===== config.mk =====
export PLATFORM = sky130hd
export DESIGN_NAME = afifo_pattern_reader
export DESIGN_NICKNAME = d
export VERILOG_FILES = /design/src/rtl/afifo_pattern_pkg.sv /design/src/rtl/afifo_pattern_gen.sv /design/src/rtl/afifo_pattern_reader.sv
export SDC_FILE = /design/constraint.sdc
export NUM_CORES = 1
export LEC_CHECK = 0
export BUFFER_PORTS_ARGS = -buffer_cell sky130_fd_sc_hd__buf_2
export CORE_UTILIZATION = 50
export CTS_CLUSTER_SIZE = 40
export DETAILED_ROUTE_END_ITERATION = 7
export GPL_ROUTABILITY_DRIVEN = 0
export PLACE_DENSITY_LB_ADDON = 0.1
export SETUP_SLACK_MARGIN = 0.05
export SLEW_MARGIN = 20
export SYNTH_ARGS = -nofsm -noshare
export SYNTH_HDL_FRONTEND = slang
export SYNTH_HIERARCHICAL = 1
export SYNTH_SLANG_ARGS = --single-unit

===== constraint.sdc =====
create_clock -name clock0 -period 2 [get_ports clock0]
set_input_delay 0.2 -clock clock0 [delete_from_list [all_inputs] [get_ports clock0]]
set_output_delay 0.2 -clock clock0 [all_outputs]
set_load 0.02 [all_outputs]

===== src/rtl/afifo_pattern_pkg.sv =====
// Shared definitions for the async FIFO pattern checker: FSM states and the
// test-pattern definition used by both the read-side checker and the
// write-side generator.
package afifo_pattern_pkg;

  typedef enum logic [1:0] {
    ST_IDLE  = 2'd0,
    ST_READ  = 2'd1,
    ST_DRAIN = 2'd2,
    ST_DONE  = 2'd3
  } afifo_state_t;

  localparam logic [19:0]  PATTERN_CONST = 20'h55000;
  localparam int unsigned  PATTERN_SHIFT = 20;

  // Expected FIFO word for a given index, masked to the FIFO data width.
  function automatic logic [31:0] afifo_expected(input logic [31:0] index,
                                                 input int unsigned width);
    logic [31:0] raw;
    logic [31:0] mask;
    raw  = index | (index << PATTERN_SHIFT) | {12'h000, PATTERN_CONST};
    mask = (width >= 32) ? '1 : ((32'd1 << width) - 32'd1);
    return raw & mask;
  endfunction

endpackage


===== src/rtl/afifo_pattern_gen.sv =====
// Combinational expected-word generator. Kept as its own block so the read
// checker and the write-side generator share one pattern definition.
module afifo_pattern_gen
  import afifo_pattern_pkg::*;
#(
  parameter int unsigned DATA_WIDTH  = 18,
  parameter int unsigned INDEX_WIDTH = 10
) (
  input  logic [INDEX_WIDTH-1:0] index,
  output logic [DATA_WIDTH-1:0]  expected
);

  // Pattern word for the requested index
  always_comb begin
    expected = DATA_WIDTH'(afifo_expected(32'(index), DATA_WIDTH));
  end

endmodule


===== src/rtl/afifo_pattern_reader.sv =====
// Read-side traffic checker for the BRAM async FIFO: pops DEPTH words,
// compares each against the shared pattern and reports errors, underruns
// and completion.
module afifo_pattern_reader
  import afifo_pattern_pkg::*;
#(
  parameter int unsigned DATA_WIDTH = 18,
  parameter int unsigned ADDR_WIDTH = 10,
  parameter int unsigned RD_LATENCY = 1,
  parameter int unsigned CNT_WIDTH  = 16
) (
  input  logic                  clock0,
  input  logic                  Async_Flush,
  input  logic                  Start,
  input  logic                  Empty,
  input  logic                  Underrun_Error,
  input  logic [DATA_WIDTH-1:0] DOUT,
  output logic                  POP,
  output logic                  Busy,
  output logic                  Done,
  output logic                  Mismatch,
  output logic [CNT_WIDTH-1:0]  Error_Count,
  output logic [ADDR_WIDTH-1:0] Fail_Index
);

  localparam logic [ADDR_WIDTH:0] DEPTH = {1'b1, {ADDR_WIDTH{1'b0}}};

  afifo_state_t          state;
  logic [ADDR_WIDTH:0]   pops_issued;
  logic [ADDR_WIDTH:0]   pops_next;
  logic [RD_LATENCY-1:0] pipe_valid;
  logic [ADDR_WIDTH-1:0] pipe_index [RD_LATENCY];
  logic [ADDR_WIDTH-1:0] check_index;
  logic                  check_valid;
  logic                  check_fail;
  logic                  pipe_drains;
  logic [DATA_WIDTH-1:0] expected;

  afifo_pattern_gen #(
    .DATA_WIDTH  (DATA_WIDTH),
    .INDEX_WIDTH (ADDR_WIDTH)
  ) u_gen (
    .index    (check_index),
    .expected (expected)
  );

  // Pop accounting, pipe-output compare and drain detection
  always_comb begin
    pops_next   = pops_issued + {{ADDR_WIDTH{1'b0}}, POP};
    check_valid = pipe_valid[RD_LATENCY-1];
    check_index = pipe_index[RD_LATENCY-1];
    check_fail  = check_valid && (DOUT != expected);
    // The pipe is empty after this edge when only the output stage (if any) holds a word.
    pipe_drains = 1'b1;
    for (int unsigned i = 0; i + 1 < RD_LATENCY; i++) begin
      if (pipe_valid[i]) pipe_drains = 1'b0;
    end
  end

  // Read-latency pipe carrying {valid,index} of each accepted pop to the compare point
  always_ff @(posedge clock0 or posedge Async_Flush) begin
    if (Async_Flush) begin
      pipe_valid <= '0;
      for (int unsigned i = 0; i < RD_LATENCY; i++) pipe_index[i] <= '0;
    end else begin
      pipe_valid[0] <= POP;
      pipe_index[0] <= pops_issued[ADDR_WIDTH-1:0];
      for (int unsigned i = 1; i < RD_LATENCY; i++) begin
        pipe_valid[i] <= pipe_valid[i-1];
        pipe_index[i] <= pipe_index[i-1];
      end
    end
  end

  // Pass FSM with registered POP/Busy/Done and error bookkeeping
  always_ff @(posedge clock0 or posedge Async_Flush) begin
    if (Async_Flush) begin
      state       <= ST_IDLE;
      POP         <= 1'b0;
      Busy        <= 1'b0;
      Done        <= 1'b0;
      Mismatch    <= 1'b0;
      Error_Count <= '0;
      Fail_Index  <= '0;
      pops_issued <= '0;
    end else begin
      case (state)
        ST_IDLE, ST_DONE: begin
          if (Start) begin
            state       <= ST_READ;
            Busy        <= 1'b1;
            Done        <= 1'b0;
            Mismatch    <= 1'b0;
            Error_Count <= '0;
            Fail_Index  <= '0;
            pops_issued <= '0;
            POP         <= ~Empty;
          end
        end
        ST_READ: begin
          pops_issued <= pops_next;
          if (pops_next == DEPTH) begin
            state <= ST_DRAIN;
            POP   <= 1'b0;
          end else begin
            POP <= ~Empty;
          end
        end
        ST_DRAIN: begin
          if (pipe_drains) begin
            state <= ST_DONE;
            Busy  <= 1'b0;
            Done  <= 1'b1;
          end
        end
        default: state <= ST_IDLE;
      endcase

      if (check_fail) begin
        Mismatch <= 1'b1;
        if (Error_Count == '0) Fail_Index <= check_index;
        if (Error_Count != '1) Error_Count <= Error_Count + CNT_WIDTH'(1);
      end

      if (Busy && Underrun_Error) Mismatch <= 1'b1;
    end
  end

endmodule


# ---- Word level (Yosys, flattened, before mapping)
# Index checks and enable logic that the tools add are counted.
dict set report classes {
  n_reduce_logical 13
  eq_ne 8
  addsub 2
  n_bitwise 2
  muxes 23
}
# op count
set ops {}
lappend ops {{two-way mux 16 bit} 4}
lappend ops {{two-way mux 10 bit} 4}
lappend ops {{one-hot mux 11 bit (2 select lines)} 1}
lappend ops {{!= test 18 bit} 1}
lappend ops {{adder 16 x 1 -> 16 bit (second input constant)} 1}
lappend ops {{logical NOT 16 bit} 1}
lappend ops {{!= test 16 bit (second input constant)} 1}
lappend ops {{adder 11 x 1 -> 11 bit} 1}
lappend ops {{== test 11 bit (second input constant)} 1}
lappend ops {{two-way mux 11 bit} 1}
lappend ops {{bitwise OR 10 x 1 -> 10 bit (second input constant)} 1}
lappend ops {{AND reduction 2 bit} 4}
lappend ops {{two-way mux 1 bit} 7}
lappend ops {{one-hot mux 1 bit (2 select lines)} 3}
lappend ops {{one-hot mux 2 bit (3 select lines)} 1}
lappend ops {{nonzero test 3 bit} 2}
lappend ops {{== test 2 bit (second input constant)} 2}
lappend ops {{two-way mux 2 bit} 2}
lappend ops {{!= test 2 bit (second input constant)} 2}
lappend ops {{nonzero test 2 bit} 2}
lappend ops {{== test 2 x 1 -> 1 bit (second input constant)} 1}
lappend ops {{logical AND 1 bit} 2}
lappend ops {{logical NOT 2 bit} 1}
lappend ops {{OR reduction 2 bit} 1}
lappend ops {{NOT 1 bit} 1}
dict set report word_totals {
  input_bits 23
  output_inout_bits 30
  word_cells 58
  ff_bits 54
}

# ---- Longest topological paths before layout
# Gate-level depths: netlist of the first run.
dict set report depth {
  word_depth 5
  depth_mapped 9
  ltp_nobuf 8
}

# ---- Cells and area by module
# The synthesis of the first run kept the hierarchy.
# mod seq_area_each_um2 cells_each area_each_um2 instances
set modules_own_cells {}
lappend modules_own_cells {afifo_pattern_reader 1351.3 302 2921.6 1}
lappend modules_own_cells {afifo_pattern_gen 0.0 20 142.6 1}

# ---- Worst setup path before layout of the first run
# No wires, ideal clock.
dict set report synth_timing {
  kind {reg2reg}
  from {reg POP}
  to {reg POP}
  arrival_ns 2.194
  path_buffers 1
  setup_time_ns 0.118
  path_stages_with_launch 10
  synth_period_minus_slack_ns 2.312
  setup_slack_ns -0.312
  path_cell_list {dfrtp_1 ha_1 ha_1 clkbuf_2 nand2_1 nor3_2 nand4_1 a221oi_1 a211oi_1 a21o_1}
}
dict set report synth_between {
  elab_chain_len 4
}
# element line_no
set synth_lines {}
lappend synth_lines {{start, declared} afifo_pattern_reader.sv:18} ;# output logic POP,
lappend synth_lines {{start signal, assigned} afifo_pattern_reader.sv:97} ;# POP <= ~Empty;
lappend synth_lines {{start signal, assigned} afifo_pattern_reader.sv:106} ;# POP <= ~Empty;
lappend synth_lines {{adder 11 x 1 -> 11 bit} afifo_pattern_reader.sv:49} ;# pops_next = pops_issued + {{ADDR_WIDTH{1'b0}}, POP};
lappend synth_lines {{== test 11 bit} afifo_pattern_reader.sv:102} ;# if (pops_next == DEPTH) begin
lappend synth_lines {{two-way mux 1 bit} afifo_pattern_reader.sv:102}
lappend synth_lines {{one-hot mux 1 bit (2 select lines)} afifo_pattern_reader.sv:87} ;# case (state)
# Every way passes these cells.
# A chain may end at the register's enable or synchronous reset.

# ---- Worst setup path after layout of the first run
dict set report layout_timing {
  from {reg pipe_index (netlist bit check_index[6])}
  to {reg Error_Count[13]}
}
dict set report layout_between {
  elab_chain_len 4
}
# element line_no
set layout_lines {}
lappend layout_lines {{start, declared} afifo_pattern_reader.sv:32} ;# logic [ADDR_WIDTH-1:0] pipe_index [RD_LATENCY];
lappend layout_lines {{start signal, assigned by index} afifo_pattern_reader.sv:70} ;# pipe_index[i] <= pipe_index[i-1];
lappend layout_lines {{bitwise OR 10 x 1 -> 10 bit} afifo_pattern_pkg.sv:21} ;# raw = index | (index << PATTERN_SHIFT) | {12'h000, PATTERN_CONST};
lappend layout_lines {{!= test 18 bit} afifo_pattern_reader.sv:52} ;# check_fail = check_valid && (DOUT != expected);
lappend layout_lines {{logical AND 1 bit} afifo_pattern_reader.sv:52}
lappend layout_lines {{two-way mux 16 bit} afifo_pattern_reader.sv:119} ;# if (check_fail) begin
lappend layout_lines {{end signal, assigned} afifo_pattern_reader.sv:122} ;# if (Error_Count != '1) Error_Count <= Error_Count + CNT_WIDTH'(1);
lappend layout_lines {{end, declared} afifo_pattern_reader.sv:22} ;# output logic [CNT_WIDTH-1:0] Error_Count,
# Every way passes these cells.

==> results of run 1 <==
[cells by family (layout without fill, tap and decap cells)]
group,Yosys count,after routing,synth area share (%)
xor gates and xnor gates,21,21,6.00
DFF,54,54,44.1
AOI/OAI and AO/OA,62,62,14.8
and+or+nand+nor,114,115,18.8
other,2,8,0.245
muxes,13,13,4.29
adders and majority gates,7,7,2.86
buffers and inverters,49,125,8.90
[sequential cells by signal (all words and copies together) (netlist names)]
register and cells:
Error_Count 16, pops_issued 11, Fail_Index 10, Done 1, state 2, Busy 1
Mismatch 1, check_valid 1, check_index 10, POP 1
[per-layer routing]
metal  global-route usage (%)  up-vias  share of wire (%)
li1                         -     1275                  -
met1                     33.5     1274                 48
met2                     37.1       59                 48
met3                     4.09        8                3.9
met4                     5.36        0               0.79
met5                        0        -                  0
[worst register-to-register path: stages, from the launching register on]
cell and delay [ps]:
dfrtp_1 400, xor2_1 150, nor4_2 340, nand3_2 160, o41ai_4 240, buf_6 180, buf_6 130, nor4_2 50
a221o_1 260
[per-stage QoR]
step | std cells | cell area [um^2] | utilization, % | hold slack, ps
after detailed placement | 464 | 3650 | 61.6 | 261
final | 480 | 3940 | 66.5 | 147
after floorplan | 328 | 3210 | - | 349
after CTS | 479 | 3870 | 65.4 | 149
after global placement | 464 | 3650 | 61.6 | 254
after global routing | 480 | 3940 | 66.5 | 143
[power by group through the flow]
| stage | Clock (mW) | Sequential [mW] | Combinational, mW |
|---|---|---|---|
| floorplan | 0 | 1.50 | 0.990 |
| global placement | 0 | 1.41 | 1.50 |
| detailed placement | 0 | 1.42 | 1.51 |
| CTS | 0.672 | 1.40 | 1.73 |
| global route | 0.721 | 1.43 | 1.98 |
| finish | 0.663 | 1.40 | 1.81 |
[final timing paths]
check,start,to,slack [ps],depth (start not counted)
max,check_index[6],Error_Count[13],-20,8
min,Underrun_Error,Mismatch,150,2
max reg2reg,check_index[6],Error_Count[13],-20,8
min reg2reg,pops_issued[2],check_index[2],490,0
max in group asynchronous,Async_Flush,Error_Count[1],990,4
min in group asynchronous,Async_Flush,Error_Count[14],460,3
[what timing repair did]
| item | in CTS | in global routing |
|---|---|---|
| hold buffers | 1 | 0 |
| resized for setup | 15 | 13 |
| endpoints found under the setup margin | 30 | 32 |
| pin swaps | 12 | 9 |
| gates cloned | 2 | 0 |
| endpoints found under the hold margin | 20 | 0 |
| buffers inserted | 4 | 1 |
[synth_stat cells, types with 6 or more instances]
master	instances	area, um^2
nand2_1	32	120
a221o_1	8	80.1
nor2_1	16	60.1
o21ai_0	20	100
nor3_1	8	40.0
buf_4	20	150
nor4_1	11	68.8
xnor2_1	6	52.6
mux2i_1	12	120
nand3_1	16	80.1
and3_1	7	43.8
ha_1	7	87.6
xor2_1	15	131
inv_1	19	71.3
dfrtp_1	54	1350
[layout make-up]
cell class / instances / area, um^2
Clock inverter: 2 / 17.5
Sequential cell: 54 / 1360
Multi-Input combinational cell: 226 / 1670
Clock buffer: 6 / 82.6
Fill cell: 491 / 1980
Timing Repair Buffer: 98 / 651
Tap cell: 75 / 93.8
Inverter: 19 / 71.3
==> summary.txt, run 1 <==
Status
  – Status: finished, violations left
  – Failing checks: negative setup slack

Routing
  – Via/cell ratio: 5.45
  – DR pass1 iterations: 4
  – Antenna violation net count after detailed routing: 0
  – Post-route DRC: 0
  – Wire per inst: 15.4 um
  – Wirelength, routed: 7380 um
  – Initial drt markers: 195
  – DR vias: 2,616

Floorplan
  – Die X: 80.3 um
  – Core area: 0.00592 mm^2
  – Die footprint: 0.00645 mm^2
  – Row Count: 28
  – IO Pins: 53
  – DIE HEIGHT: 80.3 um
  – Starting density of the core: 51.8%

Cells and area
  – Share of cells above drive strength 1: 35.8%
  – Final nets: 434
  – Most frequent cells in the layout: 52 x buf_2, 51 x dfrtp_1, 36 x buf_4, 30 x nand2_1
  – ANT cells: 0
  – P&R area growth vs syn: 28.5%
  – Most common cell after layout, fill and taps aside: buf_2

Power
  – Combinational share of power: 46.7%
  – Switch share: 40.7%
  – Internal: 2.30 mW
  – Power Density: 986 mW/mm^2
  – Clock power share: 17.1%
  – Static Leak: 1.92 nW
  – Flop pwr share: 36.2%
  – Max IR drop VDD: 1.01 mV
  – Total power: 3.88 mW
  – Switching power: 1.58 mW

Place
  – HPWL after detailed placement: 5080 um
  – # port buffers: 52
  – Setup slack at placement: -202 ps

Timing
  – Final period util: 101%
  – # setup viols final: 6
  – Count of final hold-check violations: 0
  – Clk_skew: 12.4 ps
  – Fin. max-slew vios: 0
  – RSZ-0062 raised after global routing: true
  – Max Freq: 494 MHz
  – Slew margin rel.: 66.6%
  – Worst-Margin Slew: 501 ps
  – Crit path time final: 2020 ps
  – TNS Setup: -87.9 ps
  – Worst setup margin: -24.9 ps

Clocking
  – Worst skew pair latency: 310 ps
  – CTS max path bufs: 2
  – Root Buffer: clkbuf_8
  – CTS tree: built
  – Htree depth: 2
  – CTS buffer count: 5
  – Clk slew on worst S/H paths: 100 ps
  – CTS Sinks: 54

Global route
  – Total GRT Usage: 23.5%
  – Global route total overflow: 0
  – First-pass GRT wire length: 11,600 um
  – Initial antenna violation count: 0
  – Vias in the first global route: 2,381
  – Largest net degree at the start of global routing: 35

Worst setup path
  – CP bufs+invs: 2
  – Worst path required time: 2190 ps
  – Worst setup EP type: flip-flop
  – CP Cell Sequence: xor2_1 > nor4_2 > nand3_2 > o41ai_4 > buf_6 > buf_6 > nor4_2 > a221o_1
  – Delay-heaviest family, CP: simple AND/OR/NAND/NOR gates
  – Kind of critical path: flip-flop to flip-flop
  – Slowest stage delay, CP: 400 ps
  – Crit path launch type: flip-flop
  – Arrival time at the worst endpoint: 2210 ps
  – Slowest CP cell: dfrtp_1
  – Crit path max fanout: 5

Logic synthesis
  – Post-synth EDFFs: 0
  – Flops & latches, synth: 54
  – Average size of a mapped cell: 9.52 um^2
  – Register area share after synthesis: 44.1%
  – Synth async-reset ratio: 100%
  – Mapped Area: 0.00306 mm^2
  – Synth Instances: 322
  – Synth Flop Type: dfrtp_1
  – Synth cell types: 49
  – Synth warn: 6

Worst hold path
  – HP Class: input port to flip-flop

Job
  – Max-cap violation count: 0
(Power assumes the default switching activity.)
==> inputs of run 2 (changes only) <==
- SLEW_MARGIN: 20 -> default
- SYNTH_HIERARCHICAL: 1 -> default
==> run 2 against run 1 <==
- the flow finishes with violations (design-rule violations)
- flip-flop and latch count stayed put
- wire length shrank 12%
- sequential power down 4%
- global-route usage fell by 0.36 points
- core utilization is 1.5 points lower
- die area decreased by 7.0%
- critical endpoint is now state[0]
- combinational power decreased by 7%
- register-to-register slack gained 80 ps
- synthesized area shrank 7.2%
- highest routed layer unchanged
- cell area is 9.1% lower
==> summary.txt, run 2 <==
Status
  – Status: finished, violations left
  – Failing checks: design-rule violations

Timing
  – Final period util: 97.0%
  – Max Freq: 515 MHz
  – TNS Setup: 0 ps
  – RSZ-0062 raised after global routing: true
  – Crit path time final: 1940 ps
  – Fin. max-slew vios: 0
  – Clk_skew: 12.6 ps
  – Slew margin rel.: 62.3%
  – Count of final hold-check violations: 0
  – Worst-Margin Slew: 564 ps
  – Hold slack: 55.3 ps
  – # setup viols final: 0

Logic synthesis
  – Synth area leader: dfrtp_1
  – Flops & latches, synth: 54
  – Syn Nets: 323
  – Average size of a mapped cell: 9.71 um^2
  – Post-synth EDFFs: 0
  – Yosys top cell area share: 47.5%
  – Synth Instances: 293
  – Synth top area cells: dfrtp_1 48%, o21ai_0 6.5%, nand2_1 3.4%
  – Synth top cells by count: 54 x dfrtp_1, 37 x o21ai_0, 26 x nand2_1, 19 x nor2_1, 18 x nand3_1
  – Mapped Area: 0.00284 mm^2
  – Synth Flop Type: dfrtp_1
  – Synth async-reset ratio: 100%
  – Synth warn: 0
  – Register area share after synthesis: 47.5%
  – Synth cell types: 51
  – Count leader, synth: dfrtp_1

Global route
  – First-pass GRT wire length: 10,900 um
  – Global route total overflow: 0
  – Initial antenna violation count: 0
  – Vias in the first global route: 2,308
  – Total GRT Usage: 23.1%
  – Largest net degree at the start of global routing: 31

Routing
  – Antenna violation net count after detailed routing: 0
  – Wirelength, routed: 6480 um
  – Post-route DRC: 2
  – DR vias: 2,466
  – Via/cell ratio: 5.53
  – Initial drt markers: 156
  – Wire per inst: 14.5 um
  – DR pass1 iterations: 6

Cells and area
  – ANT cells: 0
  – Most common cell after layout, fill and taps aside: dfrtp_1
  – Biggest regs: Error_Count x16, pops_issued x11
  – P&R area growth vs syn: 25.9%
  – Most flops, register: Error_Count
  – Fin cells: 446
  – Share of cells above drive strength 1: 32.9%
  – Final nets: 403
  – Max reg flops: 16
  – Most frequent cells in the layout: 53 x dfrtp_1, 52 x buf_2, 27 x o21ai_0, 27 x buf_4, 25 x nand2_1
  – Final core occ: 65.0%

Place
  – # port buffers: 52
  – HPWL after detailed placement: 4590 um
  – Cells after DPL: 434

Power
  – Total power: 3.67 mW
  – Internal: 2.20 mW
  – Switch share: 40.1%
  – Flop pwr share: 36.8%
  – Combinational share of power: 46.0%
  – Max IR drop VDD: 1.01 mV
  – Switching power: 1.47 mW
  – Static Leak: 1.70 nW
  – Clock power share: 17.2%
  – Power Density: 1030 mW/mm^2

Floorplan
  – Core area: 0.00551 mm^2
  – IO Pins: 53
  – DIE HEIGHT: 77.4 um
  – Row Count: 27
  – Die footprint: 0.00599 mm^2
  – Starting density of the core: 51.6%
  – Die X: 77.4 um

Worst setup path
  – CP bufs+invs: 0
  – Worst path required time: 2250 ps
  – Kind of critical path: flip-flop to flip-flop
  – Crit path max fanout: 6
  – Slowest CP cell: dfrtp_2
  – CP dominant cell by count: ha_4
  – Delay-heaviest family, CP: flip-flops
  – CP Cell Sequence: ha_4 > ha_4 > and4_4 > nand4_4 > mux2i_2 > o211ai_2 > a21oi_2 > mux2i_1
  – Arrival time at the worst endpoint: 2190 ps
  – Crit path launch type: flip-flop
  – Worst setup EP type: flip-flop
  – Slowest stage delay, CP: 430 ps

Worst hold path
  – HP Class: input port to flip-flop

Clocking
  – CTS max path bufs: 2
  – CTS buffer count: 5
  – Root Buffer: clkbuf_8
  – CTS tree: built
  – Htree depth: 2
  – CTS Sinks: 54
  – Clk slew on worst S/H paths: 110 ps
  – Worst skew pair latency: 320 ps

Job
  – Max-cap violation count: 0
run 2: changes by cell type after synthesis, sizes merged, moves of 6 or more:
| cell | before | now |
|---|---|---|
| buf | 24 | 5 |
| o21ai | 22 | 39 |
| xor2 | 15 | 1 |
| mux2i | 12 | 3 |
| nor4 | 11 | 4 |
| a221o | 8 | 2 |
| nand2 | 32 | 26 |
| o31ai | 3 | 9 |
run 2: per-stage QoR:
stage	instance area, um^2	worst slack, ps
after global placement	3390	63.9
final	3580	59.0
after floorplan	2880	46.2
after CTS	3510	56.0
after detailed placement	3390	-11.8
after global routing	3580	-24.7
run 2: final timing paths:
kind,from,end,slack (ps),depth (start not counted)
min,Empty,POP,60,2
min reg2reg,Fail_Index[3],Fail_Index[3],500,2
min in group asynchronous,Async_Flush,Done,480,3
max reg2reg,POP,state[0],60,8
max in group asynchronous,Async_Flush,POP,960,4
max,POP,state[0],60,8
run 2: metal layers:
metal / wire, um / global-route usage (%)
met3: 329 / 4.35
met5: 0 / 0
met4: 72 / 6.42
met1: 3110 / 31.8
met2: 2970 / 37.2
run 2: area by class of cell:
| class | instances | area (um^2) |
|---|---|---|
| fillers | 458 | 1930 |
| multi-input cells | 212 | 1460 |
| flip-flops and latches | 54 | 1350 |
| repair buffers | 83 | 524 |
| well taps | 72 | 90.1 |
| clock buffers | 5 | 68.8 |
| inverters | 17 | 63.8 |
| clock inverters | 3 | 23.8 |
run 2: kinds of logic (layout without fill, tap and decap cells):
family                     count (synthesis)  in the layout  synth area share, %
AOI/OAI and AO/OA                         75             75                 17.4
adders and majority gates                  7              7                 3.08
muxes                                      4              4                 1.45
buffers and inverters                     27            108                 4.53
and+or+nand+nor                          114            114                 22.3
DFF                                       54             54                 47.5
xor gates and xnor gates                  12             12                 3.70
run 2: power groups by stage:
stage	logic [mW]	registers [mW]	clock network, mW
detailed placement	1.61	1.37	0
finish	1.69	1.35	0.632
CTS	1.64	1.35	0.656
global placement	1.61	1.37	0
floorplan	0.988	1.47	0
global route	1.86	1.37	0.699
run 2: timing repair:
item,4_1_cts,5_1_grt
setup endpoints to repair,3,15
buffers inserted,1,2
hold buffers,1,0
pin swaps,2,8
hold endpoints to repair,24,0
resized for setup,4,21
==> inputs of run 3 (changes only) <==
- CTS_BUF_LIST: default -> sky130_fd_sc_hd__clkbuf_16
- SYNTH_HIERARCHICAL: default -> 1
==> run 3 against run 2 <==
- via count increased by 6.7%
- flip-flop and latch count unchanged
- largest cell class unchanged
- core utilization increased by 2.4 points
- clock skew decreased by 7.4 ps
- wire length increased by 13%
- register-to-register slack got worse by 90 ps
- the flow finishes with violations (negative setup slack)
- largest power group unchanged
==> summary.txt, run 3 (synthesized netlist as in run 1, its figures left out) <==
Power
  – Total power: 4.07 mW
  – Switch share: 38.6%
  – Clock power share: 21.3%
  – Static Leak: 1.95 nW
  – Max IR drop VDD: 1.02 mV
  – Flop pwr share: 34.5%
  – Combinational share of power: 44.2%
  – Power Density: 1020 mW/mm^2
  – Internal: 2.50 mW
  – Switching power: 1.57 mW

Cells and area
  – Share of cells above drive strength 1: 35.1%
  – Final nets: 434
  – Most common cell after layout, fill and taps aside: buf_2
  – Fillers: 476
  – Most flops, register: Error_Count
  – Most frequent cells in the layout: 52 x buf_2, 51 x dfrtp_1, 37 x buf_4, 30 x nand2_1
  – Biggest regs: Error_Count x16, pops_issued x11
  – ANT cells: 0
  – P&R area growth vs syn: 30.3%
  – Max reg flops: 16
  – Fin cells: 480

Timing
  – # setup viols final: 10
  – Hold slack: 169 ps
  – Count of final hold-check violations: 0
  – Fin. max-slew vios: 0
  – Slew margin rel.: 56.3%
  – Crit path time final: 2030 ps
  – Worst setup margin: -32.9 ps
  – TNS Setup: -170 ps
  – Final period util: 102%
  – Worst-Margin Slew: 653 ps
  – RSZ-0062 raised after global routing: true
  – Clk_skew: 5.22 ps
  – Max Freq: 492 MHz

Clocking
  – CTS Sinks: 54
  – CTS tree: built
  – Htree depth: 2
  – Clk slew on worst S/H paths: 70 ps
  – Root Buffer: clkbuf_16
  – CTS max path bufs: 2
  – CTS buffer count: 5
  – Worst skew pair latency: 290 ps

Worst setup path
  – End point of the critical path: Error_Count[8]
  – Worst R2R Start: check_index[6]
  – Crit path max fanout: 11
  – CP bufs+invs: 2
  – Kind of critical path: flip-flop to flip-flop
  – Delay-heaviest family, CP: simple AND/OR/NAND/NOR gates
  – Arrival time at the worst endpoint: 2220 ps
  – Crit path launch type: flip-flop
  – CP dominant cell by count: buf_6
  – Worst setup EP type: flip-flop
  – Critical path origin: check_index[6]
  – CP Cell Sequence: xor2_1 > nor4_2 > nand3_2 > o41ai_4 > buf_6 > nor2_4 > buf_6 > mux2i_2
  – Slowest CP cell: dfrtp_1
  – Path depth of the worst reg2reg path: 8
  – Worst path required time: 2190 ps
  – Flop-to-flop setup slack: -30 ps
  – Slowest stage delay, CP: 390 ps
  – Crit. path cell count: 8
  – FF-to-FF End: Error_Count[8]

Global route
  – First-pass GRT wire length: 11,400 um
  – Global route total overflow: 0
  – Initial antenna violation count: 0
  – Vias in the first global route: 2,387
  – Total GRT Usage: 23.2%
  – Largest net degree at the start of global routing: 35

Routing
  – Wire per inst: 15.2 um
  – Wirelength, routed: 7310 um
  – DR vias: 2,632
  – Post-route DRC: 0
  – DR pass1 iterations: 4
  – Via/cell ratio: 5.48
  – Initial drt markers: 147
  – Antenna violation net count after detailed routing: 0

Place
  – Cells after DPL: 464
  – # port buffers: 52
  – HPWL after detailed placement: 5080 um

Floorplan
  – DIE HEIGHT: 80.3 um
  – Die X: 80.3 um
  – Core area: 0.00592 mm^2
  – Die footprint: 0.00645 mm^2
  – Row Count: 28
  – Starting density of the core: 51.8%
  – IO Pins: 53

Job
  – Max-cap violation count: 0

Status
  – Status: finished, violations left
  – Failing checks: negative setup slack

Worst hold path
  – HP Class: input port to flip-flop
  – Startpoint of the worst hold path: Underrun_Error
-- run 3: cell types whose count changed in the layout (fill, tap and decap cells not counted), sizes merged, moves of 6 or more --
cell,delta
a221o,+6
nand2,+6
o31ai,-6
buf,+15
xor2,+14
mux2i,+9
o21ai,-17
nor4,+7
conb,+8
-- run 3: cell type report --
| type | count | area, um^2 | share of cell area, % |
|---|---|---|---|
| clock buffers | 5 | 125 | 3.13 |
| repair buffers | 99 | 676 | 16.9 |
| flip-flops and latches | 54 | 1360 | 33.9 |
| clock inverters | 3 | 21.3 | 0.533 |
| inverters | 19 | 71.3 | 1.79 |
| multi-input cells | 225 | 1650 | 41.4 |
| well taps | 75 | 93.8 | 2.35 |
-- run 3: what timing repair did --
action,in CTS,in global routing
buffers inserted,3,3
setup endpoints to repair,30,32
cloned,0,1
hold buffers,1,0
pin swaps,6,11
hold endpoints to repair,20,0
resized for setup,12,13
-- run 3: how the worst min path moves through the flow --
stage | to | slack [ps] | cells after the start
final | Mismatch | 170 | 2
after global routing | Mismatch | 170 | 2
after CTS | Mismatch | 170 | 2
after detailed placement | Error_Count[12] | 260 | 2
after global placement | Error_Count[12] | 250 | 2
after floorplan | check_index[2] | 350 | 0
-- run 3: power by group through the flow --
stage	Sequential, mW	Combinational (mW)	Clock (mW)
2_1_floorplan	1.50	0.990	0
3_3_place_gp	1.41	1.50	0
3_5_place_dp	1.42	1.51	0
4_1_cts	1.40	1.65	0.883
5_1_grt	1.43	1.96	0.930
6_report	1.41	1.80	0.865
-- run 3: stage by stage --
| stage | cell area, um^2 | setup WS [ps] | util (%) |
|---|---|---|---|
| 3_5_place_dp | 3650 | -202 | 61.6 |
| 5_1_grt | 3990 | -125 | 67.5 |
| 3_3_place_gp | 3650 | -177 | 61.6 |
| 4_1_cts | 3880 | -150 | 65.6 |
| 6_report | 3990 | -32.9 | 67.5 |
| 2_1_floorplan | 3210 | -57.4 | - |
-- run 3: metal layers --
layer | part of all wire, % | wire, um | track usage, % | vias to the layer above
met4 | 1.0 | 73 | 6.07 | 0
met3 | 4.2 | 307 | 3.07 | 11
li1 | - | - | - | 1270
met2 | 47 | 3460 | 37.0 | 68
met1 | 48 | 3470 | 33.0 | 1283
met5 | 0 | 0 | 0 | -
